File: src/rtl/tx_sync_header_gen_if.sv
// Bundle between the header generator, its PN/channel source and the TX modulator.
// The master side drives start/abort/PN words; the slave side is the generator.
interface tx_sync_header_gen_if;
  logic        start_in;
  logic        abort_in;
  logic [31:0] corr_tr_s0;
  logic [31:0] sync_pn_in;
  logic [3:0]  sync_hop_chan_in;
  logic        sync_pn_hop_en_in;
  logic        pn_req_out;
  logic        chip_out;
  logic        chip_strobe_out;
  logic        hop_start_out;
  logic [3:0]  hop_chan_out;
  logic        tr_phase_out;
  logic        busy_out;
  logic        done_out;
  logic        pn_overrun_out;
  logic [31:0] debug_signal;

  modport master (
    output start_in, abort_in, corr_tr_s0, sync_pn_in, sync_hop_chan_in, sync_pn_hop_en_in,
    input  pn_req_out, chip_out, chip_strobe_out, hop_start_out, hop_chan_out,
           tr_phase_out, busy_out, done_out, pn_overrun_out, debug_signal
  );

  modport slave (
    input  start_in, abort_in, corr_tr_s0, sync_pn_in, sync_hop_chan_in, sync_pn_hop_en_in,
    output pn_req_out, chip_out, chip_strobe_out, hop_start_out, hop_chan_out,
           tr_phase_out, busy_out, done_out, pn_overrun_out, debug_signal
  );
endinterface

File: src/rtl/tx_sync_header_gen.sv
// Serialises SYNC_HOPS PN-word hops followed by TR_HOPS hops of the TR S0 code,
// MSB first, one chip every CHIP_DIV logic-clock cycles, with per-hop channel tagging.
module tx_sync_header_gen #(
  parameter int CHIP_DIV  = 8,
  parameter int SYNC_HOPS = 16,
  parameter int TR_HOPS   = 4
) (
  input  logic                 logic_clk_in,
  input  logic                 logic_rst_in,
  tx_sync_header_gen_if.slave  bus
);

  typedef enum logic [1:0] {
    IDLE = 2'd0,
    LOAD = 2'd1,
    SEND = 2'd2
  } state_t;

  localparam logic [7:0] DIV_LAST  = 8'(CHIP_DIV - 1);
  localparam logic [4:0] SYNC_LIM  = 5'(SYNC_HOPS);
  localparam logic [4:0] HOP_LAST  = 5'(SYNC_HOPS + TR_HOPS - 1);
  localparam logic [4:0] CHIP_LAST = 5'd31;

  state_t      state_q, state_d;
  logic [4:0]  hop_cnt_q, hop_cnt_d;
  logic [4:0]  chip_cnt_q, chip_cnt_d;
  logic [7:0]  div_cnt_q, div_cnt_d;
  logic [31:0] tr_code_q, tr_code_d;
  logic [31:0] pn_sr_q, pn_sr_d;
  logic        pn_req_q, pn_req_d;
  logic        chip_q, chip_d;
  logic        chip_strobe_q, chip_strobe_d;
  logic        hop_start_q, hop_start_d;
  logic [3:0]  hop_chan_q, hop_chan_d;
  logic        tr_phase_q, tr_phase_d;
  logic        busy_q, busy_d;
  logic        done_q, done_d;
  logic        pn_overrun_q, pn_overrun_d;
  logic [31:0] debug_q, debug_d;
  logic [31:0] load_word;

  // TR hops take their chips from the code captured at start; the live PN input is ignored.
  assign load_word = (hop_cnt_q < SYNC_LIM) ? bus.sync_pn_in : tr_code_q;

  always_comb begin
    state_d       = state_q;
    hop_cnt_d     = hop_cnt_q;
    chip_cnt_d    = chip_cnt_q;
    div_cnt_d     = div_cnt_q;
    tr_code_d     = tr_code_q;
    pn_sr_d       = pn_sr_q;
    chip_d        = chip_q;
    hop_chan_d    = hop_chan_q;
    chip_strobe_d = 1'b0;
    hop_start_d   = 1'b0;
    done_d        = 1'b0;
    pn_overrun_d  = 1'b0;

    if (bus.abort_in) begin
      state_d    = IDLE;
      hop_cnt_d  = '0;
      chip_cnt_d = '0;
      div_cnt_d  = '0;
      tr_code_d  = '0;
      pn_sr_d    = '0;
      chip_d     = 1'b0;
      hop_chan_d = '0;
    end else begin
      unique case (state_q)
        IDLE: begin
          pn_overrun_d = bus.sync_pn_hop_en_in;
          if (bus.start_in) begin
            state_d   = LOAD;
            tr_code_d = bus.corr_tr_s0;
            hop_cnt_d = '0;
          end
        end
        LOAD: begin
          if (bus.sync_pn_hop_en_in) begin
            state_d       = SEND;
            hop_chan_d    = bus.sync_hop_chan_in;
            chip_d        = load_word[31];
            pn_sr_d       = {load_word[30:0], 1'b0};
            chip_cnt_d    = '0;
            div_cnt_d     = '0;
            chip_strobe_d = 1'b1;
            hop_start_d   = 1'b1;
          end
        end
        SEND: begin
          pn_overrun_d = bus.sync_pn_hop_en_in;
          if (div_cnt_q == DIV_LAST) begin
            div_cnt_d = '0;
            if (chip_cnt_q == CHIP_LAST) begin
              chip_cnt_d = '0;
              chip_d     = 1'b0;
              if (hop_cnt_q == HOP_LAST) begin
                state_d    = IDLE;
                done_d     = 1'b1;
                hop_cnt_d  = '0;
                hop_chan_d = '0;
              end else begin
                state_d   = LOAD;
                hop_cnt_d = hop_cnt_q + 5'd1;
              end
            end else begin
              chip_cnt_d    = chip_cnt_q + 5'd1;
              chip_d        = pn_sr_q[31];
              pn_sr_d       = {pn_sr_q[30:0], 1'b0};
              chip_strobe_d = 1'b1;
            end
          end else begin
            div_cnt_d = div_cnt_q + 8'd1;
          end
        end
        default: state_d = IDLE;
      endcase
    end

    // Status outputs are registered from next-state values so they line up with the state.
    pn_req_d   = (state_d == LOAD);
    busy_d     = (state_d != IDLE);
    tr_phase_d = (state_d != IDLE) && (hop_cnt_d >= SYNC_LIM);
    debug_d    = {state_d, hop_cnt_d, chip_cnt_d, div_cnt_d, 12'b0};
  end

  always_ff @(posedge logic_clk_in or negedge logic_rst_in) begin
    if (!logic_rst_in) begin
      state_q       <= IDLE;
      hop_cnt_q     <= '0;
      chip_cnt_q    <= '0;
      div_cnt_q     <= '0;
      tr_code_q     <= '0;
      pn_sr_q       <= '0;
      pn_req_q      <= 1'b0;
      chip_q        <= 1'b0;
      chip_strobe_q <= 1'b0;
      hop_start_q   <= 1'b0;
      hop_chan_q    <= '0;
      tr_phase_q    <= 1'b0;
      busy_q        <= 1'b0;
      done_q        <= 1'b0;
      pn_overrun_q  <= 1'b0;
      debug_q       <= '0;
    end else begin
      state_q       <= state_d;
      hop_cnt_q     <= hop_cnt_d;
      chip_cnt_q    <= chip_cnt_d;
      div_cnt_q     <= div_cnt_d;
      tr_code_q     <= tr_code_d;
      pn_sr_q       <= pn_sr_d;
      pn_req_q      <= pn_req_d;
      chip_q        <= chip_d;
      chip_strobe_q <= chip_strobe_d;
      hop_start_q   <= hop_start_d;
      hop_chan_q    <= hop_chan_d;
      tr_phase_q    <= tr_phase_d;
      busy_q        <= busy_d;
      done_q        <= done_d;
      pn_overrun_q  <= pn_overrun_d;
      debug_q       <= debug_d;
    end
  end

  assign bus.pn_req_out      = pn_req_q;
  assign bus.chip_out        = chip_q;
  assign bus.chip_strobe_out = chip_strobe_q;
  assign bus.hop_start_out   = hop_start_q;
  assign bus.hop_chan_out    = hop_chan_q;
  assign bus.tr_phase_out    = tr_phase_q;
  assign bus.busy_out        = busy_q;
  assign bus.done_out        = done_q;
  assign bus.pn_overrun_out  = pn_overrun_q;
  assign bus.debug_signal    = debug_q;

endmodule

File: src/flat_wrapper.sv
// flat-port wrapper written by rule: the top's interface ports become plain ports
module tx_sync_header_gen_flat 
#(
  parameter int CHIP_DIV  = 8,
  parameter int SYNC_HOPS = 16,
  parameter int TR_HOPS   = 4
)
  (logic_clk_in, logic_rst_in, bus_start_in, bus_abort_in, bus_corr_tr_s0, bus_sync_pn_in, bus_sync_hop_chan_in, bus_sync_pn_hop_en_in, bus_pn_req_out, bus_chip_out, bus_chip_strobe_out, bus_hop_start_out, bus_hop_chan_out, bus_tr_phase_out, bus_busy_out, bus_done_out, bus_pn_overrun_out, bus_debug_signal);
  tx_sync_header_gen_if bus_i ();
  input  logic logic_clk_in;
  input  logic logic_rst_in;
  input wire logic [$bits(bus_i.start_in)-1:0] bus_start_in;
  input wire logic [$bits(bus_i.abort_in)-1:0] bus_abort_in;
  input wire logic [$bits(bus_i.corr_tr_s0)-1:0] bus_corr_tr_s0;
  input wire logic [$bits(bus_i.sync_pn_in)-1:0] bus_sync_pn_in;
  input wire logic [$bits(bus_i.sync_hop_chan_in)-1:0] bus_sync_hop_chan_in;
  input wire logic [$bits(bus_i.sync_pn_hop_en_in)-1:0] bus_sync_pn_hop_en_in;
  output wire logic [$bits(bus_i.pn_req_out)-1:0] bus_pn_req_out;
  output wire logic [$bits(bus_i.chip_out)-1:0] bus_chip_out;
  output wire logic [$bits(bus_i.chip_strobe_out)-1:0] bus_chip_strobe_out;
  output wire logic [$bits(bus_i.hop_start_out)-1:0] bus_hop_start_out;
  output wire logic [$bits(bus_i.hop_chan_out)-1:0] bus_hop_chan_out;
  output wire logic [$bits(bus_i.tr_phase_out)-1:0] bus_tr_phase_out;
  output wire logic [$bits(bus_i.busy_out)-1:0] bus_busy_out;
  output wire logic [$bits(bus_i.done_out)-1:0] bus_done_out;
  output wire logic [$bits(bus_i.pn_overrun_out)-1:0] bus_pn_overrun_out;
  output wire logic [$bits(bus_i.debug_signal)-1:0] bus_debug_signal;
  assign bus_i.start_in = bus_start_in;
  assign bus_i.abort_in = bus_abort_in;
  assign bus_i.corr_tr_s0 = bus_corr_tr_s0;
  assign bus_i.sync_pn_in = bus_sync_pn_in;
  assign bus_i.sync_hop_chan_in = bus_sync_hop_chan_in;
  assign bus_i.sync_pn_hop_en_in = bus_sync_pn_hop_en_in;
  assign bus_pn_req_out = bus_i.pn_req_out;
  assign bus_chip_out = bus_i.chip_out;
  assign bus_chip_strobe_out = bus_i.chip_strobe_out;
  assign bus_hop_start_out = bus_i.hop_start_out;
  assign bus_hop_chan_out = bus_i.hop_chan_out;
  assign bus_tr_phase_out = bus_i.tr_phase_out;
  assign bus_busy_out = bus_i.busy_out;
  assign bus_done_out = bus_i.done_out;
  assign bus_pn_overrun_out = bus_i.pn_overrun_out;
  assign bus_debug_signal = bus_i.debug_signal;
  tx_sync_header_gen #(.CHIP_DIV(CHIP_DIV), .SYNC_HOPS(SYNC_HOPS), .TR_HOPS(TR_HOPS)) u_core (.logic_clk_in(logic_clk_in), .logic_rst_in(logic_rst_in), .bus(bus_i));
endmodule
File: config.mk
export PLATFORM = sky130hd
export DESIGN_NAME = tx_sync_header_gen_flat
export DESIGN_NICKNAME = d
export VERILOG_FILES = /design/src/rtl/tx_sync_header_gen_if.sv /design/src/rtl/tx_sync_header_gen.sv /design/src/flat_wrapper.sv
export SDC_FILE = /design/constraint.sdc
export NUM_CORES = 1
export LEC_CHECK = 0
export BUFFER_PORTS_ARGS = -buffer_cell sky130_fd_sc_hd__buf_2
export CAP_MARGIN = 20
export CORE_MARGIN = 3
export CORE_UTILIZATION = 30
export DETAILED_ROUTE_END_ITERATION = 8
export PLACE_DENSITY = 0.63
export SYNTH_ARGS = -nofsm -noshare
export SYNTH_HDL_FRONTEND = slang
export SYNTH_SLANG_ARGS = --single-unit
export TNS_END_PERCENT = 100
File: constraint.sdc
create_clock -name logic_clk_in -period 2 [get_ports logic_clk_in]
set_clock_uncertainty 0.05 [all_clocks]
set_input_delay 0.3 -clock logic_clk_in [delete_from_list [all_inputs] [get_ports logic_clk_in]]
set_output_delay 0.3 -clock logic_clk_in [all_outputs]
set_load 0.02 [all_outputs]
==> results of run 1 <==
==> cell type report <==
| class | count | area, µm² | share of cell area |
|---|---|---|---|
| tap | 225 | 281.5 | 0.04047 |
| multi-input combinational | 414 | 2800 | 0.4026 |
| timing repair buffer | 173 | 1179 | 0.1695 |
| sequential | 95 | 2381 | 0.3423 |
| clock buffer | 9 | 225.2 | 0.03238 |
| clock inverter | 7 | 47.55 | 0.006836 |
| inverter | 11 | 41.29 | 0.005936 |
==> routing by layer <==
layer / wire length (µm) / vias up
met4: 250 / 0
met3: 713 / 18
met2: 7139 / 113
li1: - / 2292
met5: 0 / -
met1: 7291 / 2273
==> power groups by stage <==
stage | registers [mW] | clock network, mW | logic, mW
floorplan | 2.12 | 0 | 0.387
global placement | 2.12 | 0 | 0.684
detailed placement | 2.12 | 0 | 0.690
CTS | 2.08 | 1.69 | 0.693
global route | 2.10 | 1.76 | 0.766
finish | 2.08 | 1.63 | 0.687
==> cells by family after synthesis <==
logic type                 after synthesis  synth area share
xor gates and xnor gates                 1          0.001632
buffers and inverters                   65           0.05967
and+or+nand+nor                        172            0.1657
AOI/OAI and AO/OA                      153            0.1762
adders and majority gates                9           0.02098
other                                    1         0.0006986
DFF                                     95            0.4429
muxes                                   67            0.1322
==> flip-flops by register name (all words and copies together) (netlist names), 4 cells and up <==
name                     cells
u_core.div_cnt_q             7
u_core.bus.hop_chan_out      4
u_core.chip_cnt_q            4
u_core.bus.debug_signal      4
u_core.hop_cnt_q             4
u_core.pn_sr_q              31
u_core.tr_code_q            32
==> path summary, 6_finish.rpt <==
| kind | start | to | slack [ns] | depth (start not counted) |
|---|---|---|---|---|
| setup reg to reg | u_core.chip_cnt_q[1] | u_core.hop_cnt_q[3] | -0.05 | 7 |
| setup / recovery | u_core.chip_cnt_q[1] | u_core.hop_cnt_q[3] | -0.05 | 7 |
| hold reg to reg | u_core.tr_code_q[22] | u_core.tr_code_q[22] | 0.47 | 2 |
| hold / removal | bus_corr_tr_s0[17] | u_core.tr_code_q[17] | 0.12 | 3 |
| min in group asynchronous | logic_rst_in | u_core.bus.chip_out | 0.31 | 2 |
| max in group asynchronous | logic_rst_in | u_core.tr_code_q[21] | 1.04 | 3 |
==> cell usage after synthesis, types with 2 or more instances <==
master    count  share of area
o221ai_1     30          0.049
inv_1         9         0.0063
nand2b_1      3         0.0035
nor3_1        4         0.0037
o21ai_0      14          0.013
nand2_1      78          0.055
or3_1         2         0.0023
buf_1         2         0.0014
buf_6         3         0.0063
and3_1        4         0.0047
or4b_1        2         0.0037
buf_4        12          0.017
and2_1        2         0.0023
dfrtp_1      95           0.44
nand3_1      12          0.011
buf_2         7         0.0065
a31oi_1       5         0.0058
mux2_2       31          0.065
a21oi_1      79          0.074
nor2_1       13         0.0091
nor4_1        2         0.0023
a22oi_1       5         0.0070
nand4_1       5         0.0058
ha_1          9          0.021
o211ai_1      3         0.0042
or2_2        30          0.035
nor2b_1       2         0.0023
clkbuf_1     30          0.021
o21ai_1       5         0.0047
mux2i_1      36          0.067
o41ai_1       2         0.0033
nand3b_1      4         0.0056
a22o_1        3         0.0049
==> repair_timing <==
item	in CTS	in global routing
setup endpoints to repair	2	46
gates cloned	0	2
resized for setup	0	5
hold buffers	1	0
buffers inserted	0	8
hold endpoints to repair	11	0
pin swaps	0	4
==> tightest hold or removal path, stage by stage <==
cell and delay [ns]:
buf_2 0.09, nand2_1 0.04, a21oi_1 0.05
==> stage by stage <==
step                      hold slack (ns)   TNS [ns]  cells  utilization  setup WS, ns
after CTS                          0.1125  -0.004107    924       0.3915     -0.002390
after detailed placement           0.1318          0    907       0.3752       0.02561
after global placement             0.1291          0    907       0.3752       0.04382
after global routing               0.1183     -1.283    934       0.3994       -0.1466
final                              0.1217   -0.07778    934       0.3994      -0.04946
after floorplan                  -0.04559          0    574            -     0.0002367
==> results.cfg, run 1 <==
[synth]
synth_seq_cells = 95
synth_area_um2 = 5368
synth_cells = 563
syn_area_per_cell_um2 = 9.534
synthArstFlopShare = 1.000
synth_edf_count = 0
ys_seq_area_frac = 0.4429
yosys_warnings = 0
synth-main-ff-cell = dfrtp_1
synth_cell_type_count = 53

[route]
vias = 4696
wl_per_cell_um = 16.48
ant_nets = 0
first_iter_violations = 302
first_pass_iters = 5
drc = 0
post_drt_via_cell_ratio = 5.028
finalWirelength_um = 15400

[floorplanning]
fp-row-count = 48
fp.dieW_um = 139.8
die_y_um = 139.8
start_util = 0.3082
num_io_pins = 117
core_area_um2 = 17420
die_area_um2 = 19530

[hold_path]
hold_class = input pin to register

[setup_path]
crit_path_max_incr_delay_ns = 0.52
worst_ep_arrival_time_ns = 2.28
crit_path_end_kind = register
crit_path_frequent_cell = ha_4
critPathMaxFanout = 5
crit_path_top_delay_cell = or4b_1
critical_path_class = register to register
worstPathCellList = ha_4, and3_4, ha_4, nor4b_4, nand4_1, or4b_1, o21ai_1
crit_buf_inv = 0
critPathRequiredTime_ns = 2.23
crit_family = simple AND/OR/NAND/NOR gates
critPathLaunchType = register

[sta]
min_period_over_period = 1.025
rsz0062_at_grt = yes
drv_slew = 0
hold_violations = 0
setup_slack_ns = -0.04946
fmax_mhz = 487.9
finalCriticalPeriod_ns = 2.049
finalSetupViolCount = 3

[clocking]
ctsHtreeMaxLevel = 3
clockBufferDepth = 2
cts_tree = yes
clock_sinks = 95
path_clk_slew_ns = 0.07
numCtsBuffers = 9
cts_root_buffer = clkbuf_16
clkLatencyLatePin_ns = 0.35

[final_layout]
final_common_cell = buf_2
layout_common_cells = buf_2 (103), dfrtp_1 (92), a21oi_1 (79)
fin_area_um2 = 6955
layout.nets = 786
layout-drive-gt1-share = 0.3808
n_antenna_cell = 0
n_fill_cell = 1766
syn_to_final_growth_pct = 29.58

[grt]
gr-usage-met3 = 0.03299
overflow = 0
grt_pass1_wl_um = 24160
grt_use_total = 0.1533
grtUsageMet2 = 0.2403
grt_pass1_vias = 4555
gr-max-usage-layer = met2
grt_max_degree = 52
met1_usage = 0.2121
antenna_found_initial = 0

[placed_design]
postPlaceCellArea_um2 = 6535
gp_congestion = 0.8176
portBuffers = 104
dpl.hpwl_um = 10680

[pwr]
pwr-share-seq = 0.473
p_sw_mw = 1.239
ir_drop_mv = 0.4039
p_total_mw = 4.405
swShare = 0.2813
p_comb_frac = 0.156
leakage_nw = 3.096
p_per_area_nw_per_um2 = 633.3
clkPwrFrac = 0.371
power_report.internal_total_mw = 3.166

[outcome]
failed_checks = negative setup slack
status = complete, but fails checks

[run]
drv_cap = 0
(Power assumes the default switching activity.)
==> run 2, diff against run 1 <==
--- a/config.mk
+++ b/config.mk
@@ -7,7 +7,7 @@
 export LEC_CHECK = 0
 export BUFFER_PORTS_ARGS = -buffer_cell sky130_fd_sc_hd__buf_2
 export CAP_MARGIN = 20
-export CORE_MARGIN = 3
+export CORE_MARGIN = 4
 export CORE_UTILIZATION = 30
 export DETAILED_ROUTE_END_ITERATION = 8
 export PLACE_DENSITY = 0.63
==> run 2 against run 1 <==
The flow still finishes with violations (negative setup slack). Routed wire length is 0.29% higher. Count of clock-buffer cells in the layout is 3 higher. Design area is 0.36% lower. Maximum frequency is 2.1% higher. Total power is 0.95% higher. Die area is 2.9% higher. Largest cell class unchanged. Via count is 1.0% lower. Sequential share of layout area is 0.12 points higher. Combinational power is 1% lower. First-iteration DRC count is 10% lower. Core utilization is 0.14 points lower.
==> results.cfg, run 2 (same netlist as run 1, synthesis figures left out) <==
[pwr]
p_per_area_nw_per_um2 = 641.7
swShare = 0.2732
leakage_nw = 3.058
pwr-share-seq = 0.469
power_report.internal_total_mw = 3.232
ir_drop_mv = 0.4388
p_comb_frac = 0.153
clkPwrFrac = 0.379
p_sw_mw = 1.215

[floorplanning]
die_y_um = 141.8
fp.dieW_um = 141.8
core_area_um2 = 17420
fp-row-count = 48
start_util = 0.3082
num_io_pins = 117
die_area_um2 = 20100

[sta]
rsz0062_at_grt = yes
min_period_over_period = 1.004
finalSetupViolCount = 1
hold_violations = 0
hold-worst-slack_ns = 0.1279
fmax_mhz = 498.0
slew_headroom = 0.6347
setup_slack_ns = -0.007942
finalCriticalPeriod_ns = 2.008
drv_slew = 0
worst_pin_slew_ns = 0.5479

[hold_path]
hold_class = input pin to register
min_path_cells = 3
holdCritStartpoint = bus_corr_tr_s0[30]
hold_end = u_core.tr_code_q[30]

[final_layout]
n_fill_cell = 1746
multi_input_area_um2 = 2824
layout-drive-gt1-share = 0.3734
top_register = u_core.tr_code_q
syn_to_final_growth_pct = 29.11
largest_reg_flops = 32
utilization = 0.3979
final_common_cell = buf_2
layout_common_cells = buf_2 (103), dfrtp_1 (92), nand2_1 (78), a21oi_1 (78), buf_4 (48)
seq_area_um2 = 2381
layout.nets = 776
reg_top3 = u_core.tr_code_q (32), u_core.pn_sr_q (31), u_core.div_cnt_q (7)

[grt]
grt_use_total = 0.1541
grt_pass1_wl_um = 24750
grt_pass1_vias = 4589
grt_max_degree = 38
antenna_found_initial = 2
overflow = 0

[setup_path]
critPathMaxFanout = 4
crit_path_max_incr_delay_ns = 0.47
crit_path_top_delay_cell = or4b_4
worst_ep_arrival_time_ns = 2.21
critPathRequiredTime_ns = 2.21
r2r_start = u_core.chip_cnt_q[1]
worstPathCellList = ha_4, and3_4, ha_4, or4b_4, o211ai_1, o211ai_1, a22oi_1
r2r-end = u_core.bus.tr_phase_out
critical_path_class = register to register
crit_buf_inv = 0
worst-r2r-setup-slack_ns = -0.008
critPathLaunchType = register
rr_worst_depth = 7
crit_family = simple AND/OR/NAND/NOR gates
worstSetupStartpoint = u_core.chip_cnt_q[1]
crit_path_end_kind = register

[clocking]
cts_root_buffer = clkbuf_16
clockBufferDepth = 2
clkLatencyLatePin_ns = 0.35
cts_tree = yes
ctsHtreeMaxLevel = 3
path_clk_slew_ns = 0.07
clock_sinks = 95
numCtsBuffers = 9

[placed_design]
gp_congestion = 0.8421
dpl.hpwl_um = 10590
portBuffers = 104

[route]
first_iter_violations = 271
ant_nets = 0
finalWirelength_um = 15440
post_drt_via_cell_ratio = 5.024
wl_per_cell_um = 16.69
vias = 4647
drc = 0
first_pass_iters = 4

[run]
drv_cap = 0

[outcome]
failed_checks = negative setup slack
status = complete, but fails checks
-- run 2: layout make-up --
type / instances / share of cell area
flip-flops and latches: 95 / 0.3436
repair buffers: 163 / 0.1610
clock inverters: 4 / 0.003972
multi-input cells: 414 / 0.4075
clock buffers: 12 / 0.03701
diodes: 1 / 0.0003611
well taps: 225 / 0.04062
inverters: 11 / 0.005958
-- run 2: tightest hold or removal path: cells and delay by family --
kind | cells | cell delay, ns
AO/OA/AOI/OAI | 1 | 0.05
buffers and inverters | 1 | 0.10
AND/OR/NAND/NOR | 1 | 0.04
-- run 2: routing by layer --
layer | track usage | vias up | share of wire
met4 | 0.04444 | 2 | 0.011
met1 | 0.2128 | 2249 | 0.46
li1 | - | 2270 | -
met5 | 0 | - | 0.00084
met3 | 0.03269 | 14 | 0.054
met2 | 0.2441 | 112 | 0.47
-- run 2: per-stage QoR --
| stage | total power, mW | instance area, µm² | setup WS (ns) | std cells | TNS, ns |
|---|---|---|---|---|---|
| after floorplan | 2.510 | 5475 | 0.0002367 | 574 | 0 |
| after global placement | 2.795 | 6489 | 0.05409 | 898 | 0 |
| after detailed placement | 2.807 | 6489 | 0.006736 | 898 | 0 |
| after CTS | 4.527 | 6805 | -0.01136 | 918 | -0.01252 |
| after global routing | 4.685 | 6930 | -0.08824 | 925 | -1.077 |
| final | 4.447 | 6930 | -0.007942 | 925 | -0.007942 |
-- run 2: how the worst max path moves through the flow --
| stage | end | slack (ns) | depth (start not counted) |
|---|---|---|---|
| after CTS | u_core.bus.tr_phase_out | -0.01 | 7 |
| after detailed placement | u_core.bus.tr_phase_out | 0.007 | 7 |
| after floorplan | u_core.pn_sr_q[10] | 0.0002 | 8 |
| after global routing | u_core.bus.tr_phase_out | -0.09 | 7 |
| after global placement | u_core.bus.tr_phase_out | 0.05 | 7 |
| final | u_core.bus.tr_phase_out | -0.008 | 7 |
-- run 2: what timing repair did --
action	CTS	global route
setup endpoints to repair	3	44
resized for setup	0	7
gates cloned	0	2
hold buffers	1	0
pin swaps	0	2
hold endpoints to repair	34	0
buffers inserted	3	4
-- run 2: power by group through the flow --
| stage | combinational (mW) | clock, mW | sequential (mW) |
|---|---|---|---|
| 4_1_cts | 0.690 | 1.75 | 2.08 |
| 5_1_grt | 0.761 | 1.83 | 2.10 |
| 2_1_floorplan | 0.387 | 0 | 2.12 |
| 3_5_place_dp | 0.687 | 0 | 2.12 |
| 3_3_place_gp | 0.678 | 0 | 2.12 |
| 6_report | 0.680 | 1.68 | 2.08 |
==> run 3, diff against run 2 <==
--- a/config.mk
+++ b/config.mk
@@ -10,7 +10,7 @@
 export CORE_MARGIN = 4
 export CORE_UTILIZATION = 30
 export DETAILED_ROUTE_END_ITERATION = 8
-export PLACE_DENSITY = 0.63
+export PLACE_DENSITY = 0.61
 export SYNTH_ARGS = -nofsm -noshare
 export SYNTH_HDL_FRONTEND = slang
 export SYNTH_SLANG_ARGS = --single-unit
==> constraint.sdc (replaced) <==
create_clock -name logic_clk_in -period 2.6 [get_ports logic_clk_in]
set_clock_uncertainty 0.05 [all_clocks]
set_input_delay 0.39 -clock logic_clk_in [delete_from_list [all_inputs] [get_ports logic_clk_in]]
set_output_delay 0.39 -clock logic_clk_in [all_outputs]
set_load 0.02 [all_outputs]
==> run 3 against run 2 <==
The run now ends clean. Critical path depth is the same. Highest routed layer is now met4. Core utilization shrank 2.7 points. Total power shrank 22%. Clock power shrank 20%. Maximum frequency shrank 15%. Register-to-register slack gained 0.26 ns. Critical path type unchanged. Hold slack gained 0.088 ns. Global-route usage shrank 0.33 points.
==> results.cfg, run 3 (same netlist as run 1, synthesis figures left out) <==
[outcome]
status = finished, final reports clean

[sta]
hold_violations = 0
finalCriticalPeriod_ns = 2.350
setup_slack_ns = 0.2502
fmax_mhz = 425.6
min_period_over_period = 0.9038
rsz0062_at_grt = no
fin_tns_setup_ns = 0
finalSetupViolCount = 0
worst_pin_slew_ns = 0.7938
drv_slew = 0
slew_headroom = 0.4708

[grt]
grt_pass1_vias = 4388
overflow = 0
grt_use_total = 0.1508
grt_max_degree = 45
antenna_found_initial = 0
grt_pass1_wl_um = 24040

[clocking]
cts_tree = yes
path_clk_slew_ns = 0.07
clkLatencyLatePin_ns = 0.35
cts_root_buffer = clkbuf_16
clockBufferDepth = 2
ctsHtreeMaxLevel = 3
clock_sinks = 95
numCtsBuffers = 9

[floorplanning]
start_util = 0.3082
core_area_um2 = 17420
fp-row-count = 48
fp.dieW_um = 141.8
num_io_pins = 117
die_area_um2 = 20100
die_y_um = 141.8

[setup_path]
critPathRequiredTime_ns = 2.82
worst_ep_arrival_time_ns = 2.57
crit_buf_inv = 0
crit_path_max_incr_delay_ns = 0.48
critical_path_class = register to register
critPathLaunchType = register
crit_path_top_delay_cell = or4b_1
crit_path_frequent_cell = ha_1
critPathMaxFanout = 6
worstPathCellList = ha_1, and3_1, ha_1, nor4b_2, nand4_1, or4b_1, o21ai_1
crit_path_end_kind = register
crit_family = simple AND/OR/NAND/NOR gates

[final_layout]
reg_top3 = u_core.tr_code_q (32), u_core.pn_sr_q (31), u_core.div_cnt_q (7)
final_common_cell = buf_2
largest_reg_flops = 32
syn_to_final_growth_pct = 20.47
top_register = u_core.tr_code_q
layout_common_cells = buf_2 (103), dfrtp_1 (94), a21oi_1 (79)
n_antenna_cell = 0
layout-drive-gt1-share = 0.3178
layout.nets = 741

[route]
first_pass_iters = 5
finalWirelength_um = 15100
post_drt_via_cell_ratio = 5.057
vias = 4496
wl_per_cell_um = 16.99
ant_nets = 0
first_iter_violations = 232
drc = 0

[placed_design]
gp_congestion = 0.8251
portBuffers = 104
dp_worst_setup_slack_ns = 0.3410
dpl.hpwl_um = 10540

[pwr]
p_total_mw = 3.456
p_per_area_nw_per_um2 = 534.5
leakage_nw = 2.845
ir_drop_mv = 0.3120

[run]
drv_cap = 0

[hold_path]
hold_class = input pin to register
## run 3: tightest hold or removal path, cell delays in order
cell     delay (ns)
buf_2          0.10
nand2_1        0.05
a21oi_1        0.05
## run 3: worst paths after layout
path,start,to,slack (ns),depth (start not counted)
hold / removal,bus_corr_tr_s0[26],u_core.tr_code_q[26],0.22,3
setup / recovery,u_core.chip_cnt_q[1],u_core.hop_cnt_q[3],0.25,7
min in group asynchronous,logic_rst_in,u_core.pn_sr_q[29],0.49,2
hold reg to reg,u_core.tr_code_q[13],u_core.tr_code_q[13],0.47,2
setup reg to reg,u_core.chip_cnt_q[1],u_core.hop_cnt_q[3],0.25,7
max in group asynchronous,logic_rst_in,u_core.tr_code_q[13],1.36,3
## run 3: repair_timing
action / CTS / global route
setup buffers: 0 / 0
endpoints found under the hold margin: 33 / 0
hold buffers: 1 / 0
gates resized for setup: 0 / 0
endpoints found under the setup margin: 0 / 0
## run 3: routing by layer
metal	GRT usage	vias up	part of all wire
met5	0	-	0
met4	0.06162	0	0.023
met3	0.02326	22	0.044
met2	0.2324	108	0.46
met1	0.2117	2157	0.48
li1	-	2209	-
## run 3: final cells by class
cell class | count | area, µm²
fillers | 1793 | 10950
multi-input cells | 414 | 2730
flip-flops and latches | 95 | 2379
repair buffers | 128 | 743.2
well taps | 225 | 281.5
clock buffers | 12 | 236.5
clock inverters | 4 | 55.05
inverters | 11 | 41.29
## run 3: power by group
group	switching (mW)	internal, mW	total (mW)
Clock	0.596	0.753	1.35
Sequential	0.0482	1.56	1.60
Combinational	0.298	0.205	0.502
## run 3: stage by stage
step | utilization | cell area (µm²) | instances | hold WS [ns]
floorplan | - | 5409 | 574 | 0.04441
global placement | 0.3540 | 6165 | 872 | 0.3432
detailed placement | 0.3540 | 6165 | 872 | 0.3455
CTS | 0.3713 | 6466 | 889 | 0.2023
global route | 0.3713 | 6466 | 889 | 0.2102
finish | 0.3713 | 6466 | 889 | 0.2159
